$ cat config.mk
export PLATFORM = sky130hd
export DESIGN_NAME = fetch_unit
export DESIGN_NICKNAME = d
export VERILOG_FILES = /design/src/rtl/fetch_unit.sv
export SDC_FILE = /design/constraint.sdc
export NUM_CORES = 1
export LEC_CHECK = 0
export CAP_MARGIN = 15
export CELL_PAD_IN_SITES_DETAIL_PLACEMENT = 2
export CELL_PAD_IN_SITES_GLOBAL_PLACEMENT = 2
export CORE_ASPECT_RATIO = 1.1
export CORE_MARGIN = 3
export CORE_UTILIZATION = 23
export CTS_CLUSTER_DIAMETER = 60
export CTS_CLUSTER_SIZE = 30
export DETAILED_ROUTE_END_ITERATION = 8
export PLACE_DENSITY = 0.84
export SLEW_MARGIN = 20
export SYNTH_ARGS = -nofsm -noshare
export SYNTH_HDL_FRONTEND = slang
export SYNTH_SLANG_ARGS = --single-unit
$ cat constraint.sdc
create_clock -name clk -period 3.1 [get_ports clk]
set_input_delay 0.93 -clock clk [delete_from_list [all_inputs] [get_ports clk]]
set_output_delay 0.93 -clock clk [all_outputs]
set_load 0.01 [all_outputs]
$ cat src/rtl/fetch_unit.sv
// RISC-V fetch stage: PC, one-outstanding imem request, one-entry decode buffer, branch redirect/flush.
// Latency: response in cycle c+k gives instr_valid from c+k+1; decode backpressure holds the buffer and stops new requests.
module fetch_unit #(
    parameter logic [31:0] RESET_PC = 32'h0000_0000
) (
    input  logic        clk,
    input  logic        reset,
    output logic        imem_req_valid,
    input  logic        imem_req_ready,
    output logic [31:0] imem_req_addr,
    input  logic        imem_rsp_valid,
    input  logic [31:0] imem_rsp_data,
    output logic        instr_valid,
    input  logic        instr_ready,
    output logic [31:0] instr,
    output logic [31:0] instr_pc,
    input  logic        branch_taken,
    input  logic [31:0] branch_pc,
    input  logic [31:0] imm_ext,
    output logic        fetch_err
);

    localparam logic [1:0] REQ  = 2'd0;
    localparam logic [1:0] WAIT = 2'd1;
    localparam logic [1:0] HOLD = 2'd2;
    localparam logic [1:0] HALT = 2'd3;

    logic [1:0]  state;
    logic [31:0] pc;
    logic        discard;
    logic [31:0] target;
    logic        redirect;
    logic        misaligned;
    logic        req_hs;

    assign target     = branch_pc + imm_ext;
    assign redirect   = branch_taken && (state != HALT);
    assign misaligned = (target[1:0] != 2'b00);

    // State already reads REQ during reset, so the request is masked until reset drops.
    assign imem_req_valid = (state == REQ) && !reset;
    assign imem_req_addr  = pc;
    assign instr_valid    = (state == HOLD);
    assign fetch_err      = (state == HALT);
    assign req_hs         = imem_req_valid && imem_req_ready;

    always_ff @(posedge clk) begin
        if (reset) begin
            state    <= REQ;
            pc       <= RESET_PC;
            discard  <= 1'b0;
            instr    <= 32'h0;
            instr_pc <= 32'h0;
        end else if (redirect && misaligned) begin
            state <= HALT;
        end else if (redirect) begin
            pc <= target;
            case (state)
                REQ: begin
                    // The fetch just accepted targets the old PC; drop its response later.
                    if (req_hs) begin
                        state   <= WAIT;
                        discard <= 1'b1;
                    end
                end
                WAIT: begin
                    if (imem_rsp_valid) begin
                        state   <= REQ;
                        discard <= 1'b0;
                    end else begin
                        discard <= 1'b1;
                    end
                end
                HOLD:    state <= REQ;
                default: state <= state;
            endcase
        end else begin
            case (state)
                REQ: begin
                    if (req_hs)
                        state <= WAIT;
                end
                WAIT: begin
                    if (imem_rsp_valid) begin
                        if (discard) begin
                            discard <= 1'b0;
                            state   <= REQ;
                        end else begin
                            instr    <= imem_rsp_data;
                            instr_pc <= pc;
                            pc       <= pc + 32'd4;
                            state    <= HOLD;
                        end
                    end
                end
                HOLD: begin
                    if (instr_ready)
                        state <= REQ;
                end
                default: state <= state;
            endcase
        end
    end

endmodule

==> metrics.md, run 1 <==
| Metric | Value |
|---|---|
| Worst-Skew Late Latency | `0.35 ns` |
| Reg2Reg Depth | `8` |
| Total gr overflow | `0` |
| Hold_sp | `instr[29]` |
| Status | `completed` |
| Worst hold slack | `0.456 ns` |
| Root Buffer | `clkbuf_16` |
| RR Startpoint | `imem_req_addr[4]` |
| Horiz. Die Dim | `161 µm` |
| Req. time, crit path | `3.33 ns` |
| RSZ-0062 raised after global routing | `true` |
| Filler cell count | `2923` |
| DRC violation count after routing | `0` |
| Hold path depth | `2` |
| Synthesis-stage register bit count | `99` |
| Post-layout min period | `3.07 ns` |
| Clk slew on worst S/H paths | `0.07 ns` |
| IO Count | `201` |
| Ys flop type | `dfxtp_1` |
| Synthesized instance count | `814` |
| Port Buffers | `200` |
| Worst relative slew slack | `48.2%` |
| Fin. max-slew vios | `0` |
| Post-synth EDFFs | `0` |
| Setup WS post-layout | `0.0305 ns` |
| Pwr dens | `408 mW/mm²` |
| Vias per cell | `5.00` |
| Final Util | `38.3%` |
| Vias in the first global route | `7881` |
| DRT antenna net count | `0` |
| Share of the yosys chip area belonging to registers | `32.8%` |
| Post-route cell area | `0.00979 mm²` |
| WS Path Type | `in -> reg` |
| Most common cell after layout, fill and taps aside | `nand2_1` |
| Max Root-Sink Buffers | `2` |
| Synth Cell Area | `0.00604 mm²` |
| Worst-path fanout max | `4` |
| Cts bufs inserted | `9` |
| Max rail drop VDD | `233 µV` |
| Final worst path period share | `99.0%` |
| Worst slack at placement | `-0.746 ns` |
| Largest area contributor in the netlist | `dfxtp_1` |
| CTS tree | `built` |
| Post-synthesis net count | `953` |
| Num rows | `61` |
| Largest net degree at the start of global routing | `64` |
| Most frequent cells in the layout | `nand2_1, clkdlybuf4s50_1, a21oi_1, buf_4, dfxtp_1` |
| Post-Route WL | `28100 µm` |
| Htree depth | `3` |
| Crit. End Element | `flop` |
| Total GRT Usage | `19.1%` |
| Final net count | `1230` |
| Pwr Total | `4000 µW` |
| Leak | `0.00365 µW` |
| Least-Margin Pin Slew | `0.777 ns` |
| Final Setup Violations | `0` |
| Synth top area share | `32.8%` |
| Max-Cap Viols | `0` |
| Initial Util | `23.6%` |
| Area Overhead vs Synth | `62.0%` |
| R2R Setup Slk | `0.43 ns` |
| Fmax | `0.326 GHz` |
| Gp weighted congestion | `0.828` |
| Yosys cell types | `72` |
| WP data arrival | `3.30 ns` |
| TritonRoute pass-1 iters | `4` |
| Crit start category | `input pin` |
| Share of cells above drive strength 1 | `17.5%` |
| Placed cell areas | `0.00916 mm²` |
| Fin. Hold Viols | `0` |
| Chip height | `176 µm` |
| Die ar. | `0.0283 mm²` |
| Tightest Hold Check Type | `reg -> reg` |
| Worst r2r dst | `imem_req_addr[24]` |
| Syn avg cell area | `7.42 µm²` |
| Initial antenna violation count | `0` |
| Vias | `7206` |
| Wirelength per Cell | `19.5 µm` |
| Top cells by area, synth | `dfxtp_1, nand2_1, a21oi_1, ha_1, o21ai_0` |
| # clock sinks | `99` |
| First DRT Iteration DRCs | `348` |
| Core Area | `0.0256 mm²` |
| DP HPWL | `21300 µm` |
| Antenna diodes | `0` |
| First-pass GRT wire length | `43700 µm` |
| Fraction of synthesis flops using an asynchronous set or reset pin | `0%` |
| Hold EP | `instr[29]` |
| Skew final | `0.0112 ns` |
| Syn. warnings | `0` |
[how the worst max path moves through the flow]
stage                     slack, ns          from  cells past startpoint                 to
after floorplan                0.01  branch_pc[0]                     10  imem_req_addr[22]
after global placement        -0.62  branch_pc[0]                     11  imem_req_addr[22]
after detailed placement      -0.75  branch_pc[0]                     11  imem_req_addr[22]
after CTS                      0.02  branch_pc[9]                     12  imem_req_addr[23]
after global routing          -0.06  branch_pc[5]                     10  imem_req_addr[13]
final                          0.03  branch_pc[5]                     12  imem_req_addr[23]
[synth_stat cells (all sizes together), types with 3 or more instances]
library cell	instances
a2111oi	7
a211oi	6
a21boi	4
a21o	14
a21oi	133
a311oi	6
a31oi	7
a41o	3
a41oi	3
and3	10
buf	10
clkbuf	39
dfxtp	99
ha	36
inv	10
nand2	191
nand2b	3
nand3	27
nand4	7
nor2	42
nor2b	4
nor3	14
nor3b	4
nor4	7
nor4b	3
o211ai	3
o21a	5
o21ai	44
o221ai	3
o22ai	4
o32ai	4
or3	6
xnor2	9
xor2	16
[sequential cells by signal, indices dropped and copies added (netlist names)]
signal and cells:
instr 32, instr_pc 32, imem_req_addr 32, state 2
discard 1
[power breakdown]
part | switching (µW) | internal (µW)
Combinational | 724 | 673
Sequential | 81.8 | 1340
Clock | 514 | 665
[cell type report]
cell class	instances	area, µm²	area share (%)
Multi-Input combinational cell	656	4150	42.4
Timing Repair Buffer	315	2890	29.5
Sequential cell	99	1980	20.2
Tap cell	346	433	4.42
Clock buffer	11	253	2.58
Clock inverter	4	50.0	0.511
Inverter	10	37.5	0.383
[repair_timing]
item                                    4_1_cts  5_1_grt
endpoints found under the hold margin         0        0
endpoints found under the setup margin       16       18
cloned                                        0        0
pin swaps                                    19       13
setup buffers                                 1        3
hold buffers                                  0        0
resized for setup                            41       36
[cell families after synthesis]
kind of cell	count (synthesis)	share of synthesized area, %
simple gates	329	24.6
compound gates	262	27.0
flops	99	32.8
buf+inv	59	3.73
fa+ha+maj	37	7.78
xor+xnor	25	3.62
mux	3	0.538
[per-stage QoR]
step | setup TNS [ns] | std cells
global route | -0.238 | 1441
finish | 0 | 1441
CTS | 0 | 1440
detailed placement | -12.71 | 1424
global placement | -9.07 | 1424
floorplan | 0 | 814
[routing by layer]
metal | part of all wire (%) | vias up | global-route usage (%)
li1 | - | 3455 | -
met1 | 43 | 3547 | 23.3
met2 | 51 | 180 | 35.2
met3 | 3.9 | 24 | 2.60
met4 | 1.5 | 0 | 4.59
met5 | 0 | - | 0
[worst max-delay path: stages]
cell and delay [ns]:
clkdlybuf4s50_1 0.42, ha_2 0.24, a21oi_4 0.13, o21bai_1 0.08, a211oi_2 0.32, o41ai_4 0.13
buf_4 0.18, buf_4 0.14, a21bo_2 0.22, a31oi_4 0.18, xor2_1 0.22, a21oi_1 0.10
Power figures use the tool's default switching activity.
==> inputs of run 2 (changes only) <==
--- a/config.mk
+++ b/config.mk
@@ -15,6 +15,7 @@
 export CTS_CLUSTER_SIZE = 30
 export DETAILED_ROUTE_END_ITERATION = 8
 export PLACE_DENSITY = 0.84
+export SKIP_LAST_GASP = 1
 export SLEW_MARGIN = 20
 export SYNTH_ARGS = -nofsm -noshare
 export SYNTH_HDL_FRONTEND = slang
==> run 2 against run 1 <==
- the run now ends with negative setup slack left
- utilization barely moved
- hold slack unchanged
- die area stayed put
- sequential share of layout area about the same
- non-clock buffer count did not move
==> metrics.md, run 2 (same netlist as run 1, synthesis figures left out) <==
| Metric | Value |
|---|---|
| Final worst path period share | `101% (was 99.0%)` |
| Seq. cell area | `0.00198 mm² (unchanged)` |
| Worst-Skew Late Latency | `0.35 ns (about the same)` |
| Slowest stage delay, CP | `0.49 ns (was 0.42 ns)` |
| IO Count | `201 (unchanged)` |
| Reg2Reg Depth | `8 (unchanged)` |
| Die ar. | `0.0283 mm² (unchanged)` |
| Largest net degree at the start of global routing | `64 (unchanged)` |
| Least-Margin Pin Slew | `0.784 ns (was 0.777 ns)` |
| DRT antenna net count | `0 (unchanged)` |
| Core Area | `0.0256 mm² (unchanged)` |
| Num rows | `61 (unchanged)` |
| Tightest Hold Check Type | `reg -> reg (unchanged)` |
| Most common cell after layout, fill and taps aside | `nand2_1 (unchanged)` |
| # clock sinks | `99 (unchanged)` |
| Total gr overflow | `0 (unchanged)` |
| Vias in the first global route | `7881 (unchanged)` |
| Crit start category | `input pin (unchanged)` |
| Wirelength per Cell | `19.6 µm (was 19.5 µm)` |
| CTS tree | `built (unchanged)` |
| Layout Cells excl Fill | `1441 (unchanged)` |
| Port Buffers | `200 (unchanged)` |
| Worst-path fanout max | `5 (was 4)` |
| Max-Cap Viols | `0 (unchanged)` |
| Max rail drop VDD | `233 µV (about the same)` |
| Skew final | `0.00963 ns (was 0.0112 ns)` |
| Most frequent cells in the layout | `nand2_1, clkdlybuf4s50_1, a21oi_1, buf_4, dfxtp_1 (unchanged)` |
| Slowest-stage cell, CP | `clkdlybuf4s50_1 (unchanged)` |
| Chip height | `176 µm (unchanged)` |
| Setup WS post-layout | `-0.0258 ns (was 0.0305 ns)` |
| First-pass GRT wire length | `43700 µm (unchanged)` |
| WP data arrival | `3.35 ns (was 3.30 ns)` |
| Post-Route WL | `28200 µm (was 28100 µm)` |
| Placed cell areas | `0.00916 mm² (unchanged)` |
| Dpl cells | `1424 (unchanged)` |
| Multi-input logic area | `0.00415 mm² (unchanged)` |
| Hold EP | `instr[29] (unchanged)` |
| Fin. Hold Viols | `0 (unchanged)` |
| DP HPWL | `21300 µm (unchanged)` |
| Final net count | `1230 (unchanged)` |
| First DRT Iteration DRCs | `318 (was 348)` |
| Area Overhead vs Synth | `61.9% (was 62.0%)` |
| Share of cells above drive strength 1 | `17.5% (unchanged)` |
| Root Buffer | `clkbuf_16 (unchanged)` |
| Req. time, crit path | `3.33 ns (about the same)` |
| Horiz. Die Dim | `161 µm (unchanged)` |
| Hold path depth | `2 (unchanged)` |
| Buffer and inverter count on the worst path | `3 (unchanged)` |
| Pwr dens | `408 mW/mm² (about the same)` |
| Fin. max-slew vios | `0 (unchanged)` |
| Antenna diodes | `0 (unchanged)` |
| Total GRT Usage | `19.1% (unchanged)` |
| Cts hold-fix bufs | `0 (unchanged)` |
| Gp weighted congestion | `0.828 (unchanged)` |
| Cell Chain, Critical Path | `clkdlybuf4s50_1 > ha_4 > a21oi_2 > nor2_1 > a211oi_2 > o41ai_4 > buf_4 > buf_4 > a21bo_2 > a31oi_4 > xor2_1 > a21oi_1 (was clkdlybuf4s50_1 > ha_2 > a21oi_4 > o21bai_1 > a211oi_2 > o41ai_4 > buf_4 > buf_4 > a21bo_2 > a31oi_4 > xor2_1 > a21oi_1)` |
| Final Setup Violations | `1 (was 0)` |
| Leak | `0.00361 µW (was 0.00365 µW)` |
| Post-route cell area | `0.00978 mm² (was 0.00979 mm²)` |
| Fmax | `0.320 GHz (was 0.326 GHz)` |
| Hold_sp | `instr[29] (unchanged)` |
| Failing checks | `negative setup slack` |
| Worst r2r dst | `imem_req_addr[24] (unchanged)` |
| Status | `finished, violations left (was completed)` |
| RR Startpoint | `imem_req_addr[4] (unchanged)` |
| CP top delay family | `compound AO/OA/AOI/OAI gates (unchanged)` |
| Initial Util | `23.6% (unchanged)` |
| Initial antenna violation count | `0 (unchanged)` |
| Final Util | `38.3% (about the same)` |
| Vias per cell | `5.01 (was 5.00)` |
| Most used cell, CP | `buf_4 (unchanged)` |
| RSZ-0062 raised after global routing | `true (unchanged)` |
| Clk slew on worst S/H paths | `0.07 ns (about the same)` |
| R2R Setup Slk | `0.49 ns (was 0.43 ns)` |
| Vias | `7222 (was 7206)` |
| TritonRoute pass-1 iters | `4 (unchanged)` |
| Crit. End Element | `flop (unchanged)` |
| Worst relative slew slack | `47.7% (was 48.2%)` |
| Htree depth | `3 (unchanged)` |
| Filler cell count | `2919 (was 2923)` |
| Max Root-Sink Buffers | `2 (unchanged)` |
| DRC violation count after routing | `0 (unchanged)` |
| Post-layout min period | `3.13 ns (was 3.07 ns)` |
| Cts bufs inserted | `9 (unchanged)` |
| WS Path Type | `in -> reg (unchanged)` |
run 2: how the worst max path moves through the flow:
stage / startpoint / to / slack (ns) / cells past startpoint
final: imm_ext[8] / imem_req_addr[23] / -0.03 / 12
after CTS: branch_pc[9] / imem_req_addr[23] / 0.02 / 12
after global routing: imm_ext[8] / imem_req_addr[13] / -0.09 / 10
after global placement: branch_pc[0] / imem_req_addr[22] / -0.62 / 11
after detailed placement: branch_pc[0] / imem_req_addr[22] / -0.75 / 11
after floorplan: branch_pc[0] / imem_req_addr[22] / 0.01 / 10
run 2: repair_timing:
item	4_1_cts	5_1_grt
endpoints found under the setup margin	16	18
resized for setup	41	31
pin swaps	19	13
setup buffers	1	3
cloned	0	0
run 2: layout make-up:
cell class / count / area share, %
clock buffer: 11 / 2.58
clock inverter: 4 / 0.512
inverter: 10 / 0.384
multi-input combinational: 656 / 42.4
sequential: 99 / 20.3
tap: 346 / 4.43
timing repair buffer: 315 / 29.4
run 2: routing by layer:
| layer | up-vias | global-route usage [%] | part of all wire (%) |
|---|---|---|---|
| li1 | 3456 | - | - |
| met1 | 3565 | 23.3 | 43 |
| met2 | 177 | 35.2 | 52 |
| met3 | 24 | 2.60 | 3.9 |
| met4 | 0 | 4.59 | 1.5 |
| met5 | - | 0 | 0 |
run 2: through the flow:
stage	TNS (ns)	setup WS, ns	power [µW]	hold slack (ns)
after floorplan	0	0.0106	2040	0.476
after detailed placement	-12.71	-0.746	2750	0.449
after global placement	-9.07	-0.616	2690	0.441
final	-0.0258	-0.0258	4000	0.456
after global routing	-0.374	-0.0866	4230	0.471
after CTS	0	0.0157	3980	0.460
run 2: power breakdown:
group          internal [µW]  leakage, µW  switching, µW
clock                    665     0.000144            511
sequential              1340     0.000801           82.2
combinational            674      0.00267            726
run 2: tightest hold or removal path, stage by stage, from the launching register on:
cell     delay (ns)
dfxtp_1        0.31
nand2_1        0.05
a21oi_1        0.05
==> inputs of run 3 (changes only) <==
--- a/config.mk
+++ b/config.mk
@@ -10,11 +10,11 @@
 export CELL_PAD_IN_SITES_GLOBAL_PLACEMENT = 2
 export CORE_ASPECT_RATIO = 1.1
 export CORE_MARGIN = 3
-export CORE_UTILIZATION = 23
+export CORE_UTILIZATION = 27
 export CTS_CLUSTER_DIAMETER = 60
 export CTS_CLUSTER_SIZE = 30
 export DETAILED_ROUTE_END_ITERATION = 8
-export PLACE_DENSITY = 0.84
+export PLACE_DENSITY = 0.92
 export SKIP_LAST_GASP = 1
 export SLEW_MARGIN = 20
 export SYNTH_ARGS = -nofsm -noshare
==> constraint.sdc (replaced) <==
create_clock -name clk -period 3.6 [get_ports clk]
set_input_delay 1.08 -clock clk [delete_from_list [all_inputs] [get_ports clk]]
set_output_delay 1.08 -clock clk [all_outputs]
set_load 0.01 [all_outputs]
==> run 3 against run 2 <==
- the flow still finishes with violations (negative setup slack)
- wire length shrank 1.6%
- hold slack better by 0.0059 ns
- critical path depth is 1 lower
- critical endpoint is now imem_req_addr[22]
==> metrics.md, run 3 (same netlist as run 1, synthesis figures left out) <==
| Metric | Value |
|---|---|
| Vias per cell | `5.36 (was 5.01)` |
| Pwr dens | `367 mW/mm² (was 408 mW/mm²)` |
| # clock sinks | `99 (unchanged)` |
| Horiz. Die Dim | `149 µm (was 161 µm)` |
| DRC violation count after routing | `0 (unchanged)` |
| Status | `finished, violations left (unchanged)` |
| Setup WS post-layout | `-0.00367 ns (was -0.0258 ns)` |
| Final worst path period share | `100%` |
| Filler cell count | `2472 (was 2919)` |
| Cts hold-fix bufs | `0 (unchanged)` |
| Leak | `0.00321 µW (was 0.00361 µW)` |
| Tightest Hold Check Type | `reg -> reg (unchanged)` |
| Final net count | `1166 (was 1230)` |
| Fmax | `0.277 GHz` |
| WS Path Type | `in -> reg (unchanged)` |
| WP data arrival | `3.82 ns (was 3.35 ns)` |
| Multi-input logic area | `0.00388 mm² (was 0.00415 mm²)` |
| Crit start category | `input pin (unchanged)` |
| Wirelength per Cell | `21.0 µm (was 19.6 µm)` |
| Vias | `7092 (was 7222)` |
| Worst-Skew Late Latency | `0.36 ns (was 0.35 ns)` |
| Req. time, crit path | `3.82 ns (was 3.33 ns)` |
| Total gr overflow | `0 (unchanged)` |
| Chip height | `163 µm (was 176 µm)` |
| DRT antenna net count | `0 (unchanged)` |
| Final Setup Violations | `1 (unchanged)` |
| DP HPWL | `21000 µm (was 21300 µm)` |
| Worst hold slack | `0.462 ns (was 0.456 ns)` |
| Initial Util | `27.9% (was 23.6%)` |
| Num rows | `56 (was 61)` |
| Initial antenna violation count | `0 (unchanged)` |
| First-pass GRT wire length | `42800 µm (was 43700 µm)` |
| Total GRT Usage | `21.9% (was 19.1%)` |
| Max rail drop VDD | `194 µV (was 233 µV)` |
| Vias in the first global route | `7711 (was 7881)` |
| Seq. cell area | `0.00198 mm² (unchanged)` |
| Max-Cap Viols | `0 (unchanged)` |
| RSZ-0062 raised after global routing | `true (unchanged)` |
| Failing checks | `negative setup slack (unchanged)` |
| Root Buffer | `clkbuf_16 (unchanged)` |
| Port Buffers | `200 (unchanged)` |
| Most frequent cells in the layout | `clkdlybuf4s50_1, nand2_1, a21oi_1, dfxtp_1, buf_4 (was nand2_1, clkdlybuf4s50_1, a21oi_1, buf_4, dfxtp_1)` |
| Antenna diodes | `0 (unchanged)` |
| Most common cell after layout, fill and taps aside | `clkdlybuf4s50_1 (was nand2_1)` |
| IO Count | `201 (unchanged)` |
| Max Root-Sink Buffers | `2 (unchanged)` |
| Share of cells above drive strength 1 | `9.11% (was 17.5%)` |
| Crit. End Element | `flop (unchanged)` |
| Fin. Hold Viols | `0 (unchanged)` |
| Area Overhead vs Synth | `48.0% (was 61.9%)` |
| Post-Route WL | `27700 µm (was 28200 µm)` |
| First DRT Iteration DRCs | `307 (was 318)` |
| Largest net degree at the start of global routing | `59 (was 64)` |
| Worst-path fanout max | `4 (was 5)` |
| Post-layout min period | `3.60 ns` |
| TritonRoute pass-1 iters | `4 (unchanged)` |
| CTS tree | `built (unchanged)` |
| Htree depth | `3 (unchanged)` |
| Skew final | `0.00904 ns (was 0.00963 ns)` |
| Cts bufs inserted | `9 (unchanged)` |
| Gp weighted congestion | `0.817 (was 0.828)` |
| Fin. max-slew vios | `0 (unchanged)` |
| Least-Margin Pin Slew | `0.737 ns (was 0.784 ns)` |
| Final Util | `41.3% (was 38.3%)` |
| Core Area | `0.0217 mm² (was 0.0256 mm²)` |
| Clk slew on worst S/H paths | `0.08 ns (was 0.07 ns)` |
| Worst relative slew slack | `50.7% (was 47.7%)` |
| Die ar. | `0.0242 mm² (was 0.0283 mm²)` |
-- run 3: final timing paths --
path,startpoint,end,slack (ns),depth (start not counted)
worst min register to register,instr_pc[16],instr_pc[16],0.46,2
worst max register to register,imem_req_addr[2],imem_req_addr[24],0.87,8
worst min-delay path,instr_pc[16],instr_pc[16],0.46,2
worst max-delay path,branch_pc[0],imem_req_addr[22],-0.004,11
-- run 3: repair_timing --
action | 4_1_cts | 5_1_grt
resized for setup | 2 | 5
endpoints found under the hold margin | 0 | 0
pin swaps | 2 | 3
setup buffers | 0 | 1
setup endpoints to repair | 2 | 7
-- run 3: worst max-delay path, stage by stage --
cell	delay [ns]
clkdlybuf4s50_1	0.42
ha_1	0.23
fa_2	0.36
a21oi_2	0.19
o211ai_1	0.13
or4b_1	0.22
nand4b_1	0.16
a211o_4	0.40
a41oi_2	0.20
xor2_1	0.29
a211oi_2	0.13
-- run 3: layer usage --
metal | global-route usage (%) | vias to the layer above | share of wire, % | wire length (µm)
met5 | 0 | - | 0 | 0
met4 | 9.11 | 0 | 3.4 | 947
met3 | 2.62 | 61 | 4.9 | 1360
met2 | 39.7 | 232 | 51 | 14000
met1 | 26.2 | 3462 | 41 | 11400
li1 | - | 3337 | - | -
-- run 3: where the power goes --
group | total [µW] | internal [µW] | switching (µW)
logic | 1050 | 478 | 573
clock network | 997 | 490 | 507
registers | 1240 | 1150 | 85.5
-- run 3: stage by stage --
step           std cells  setup slack [ns]  cell area [µm²]  TNS (ns)  total power (µW)
3_3_place_gp        1305            -0.276             8620     -1.10              2220
3_5_place_dp        1305            -0.437             8620     -3.45              2280
4_1_cts             1321           0.00590             8920         0              3300
2_1_floorplan        814             0.344             6040         0              1750
6_report            1322          -0.00367             8940  -0.00367              3280
5_1_grt             1322           -0.0687             8940   -0.0699              3460
-- run 3: layout make-up --
class,count,share of cell area [%]
inverter,10,0.420
clock buffer,9,2.52
sequential,99,22.2
tap,290,4.06
clock inverter,7,0.741
timing repair buffer,251,26.8
multi-input combinational,656,43.3
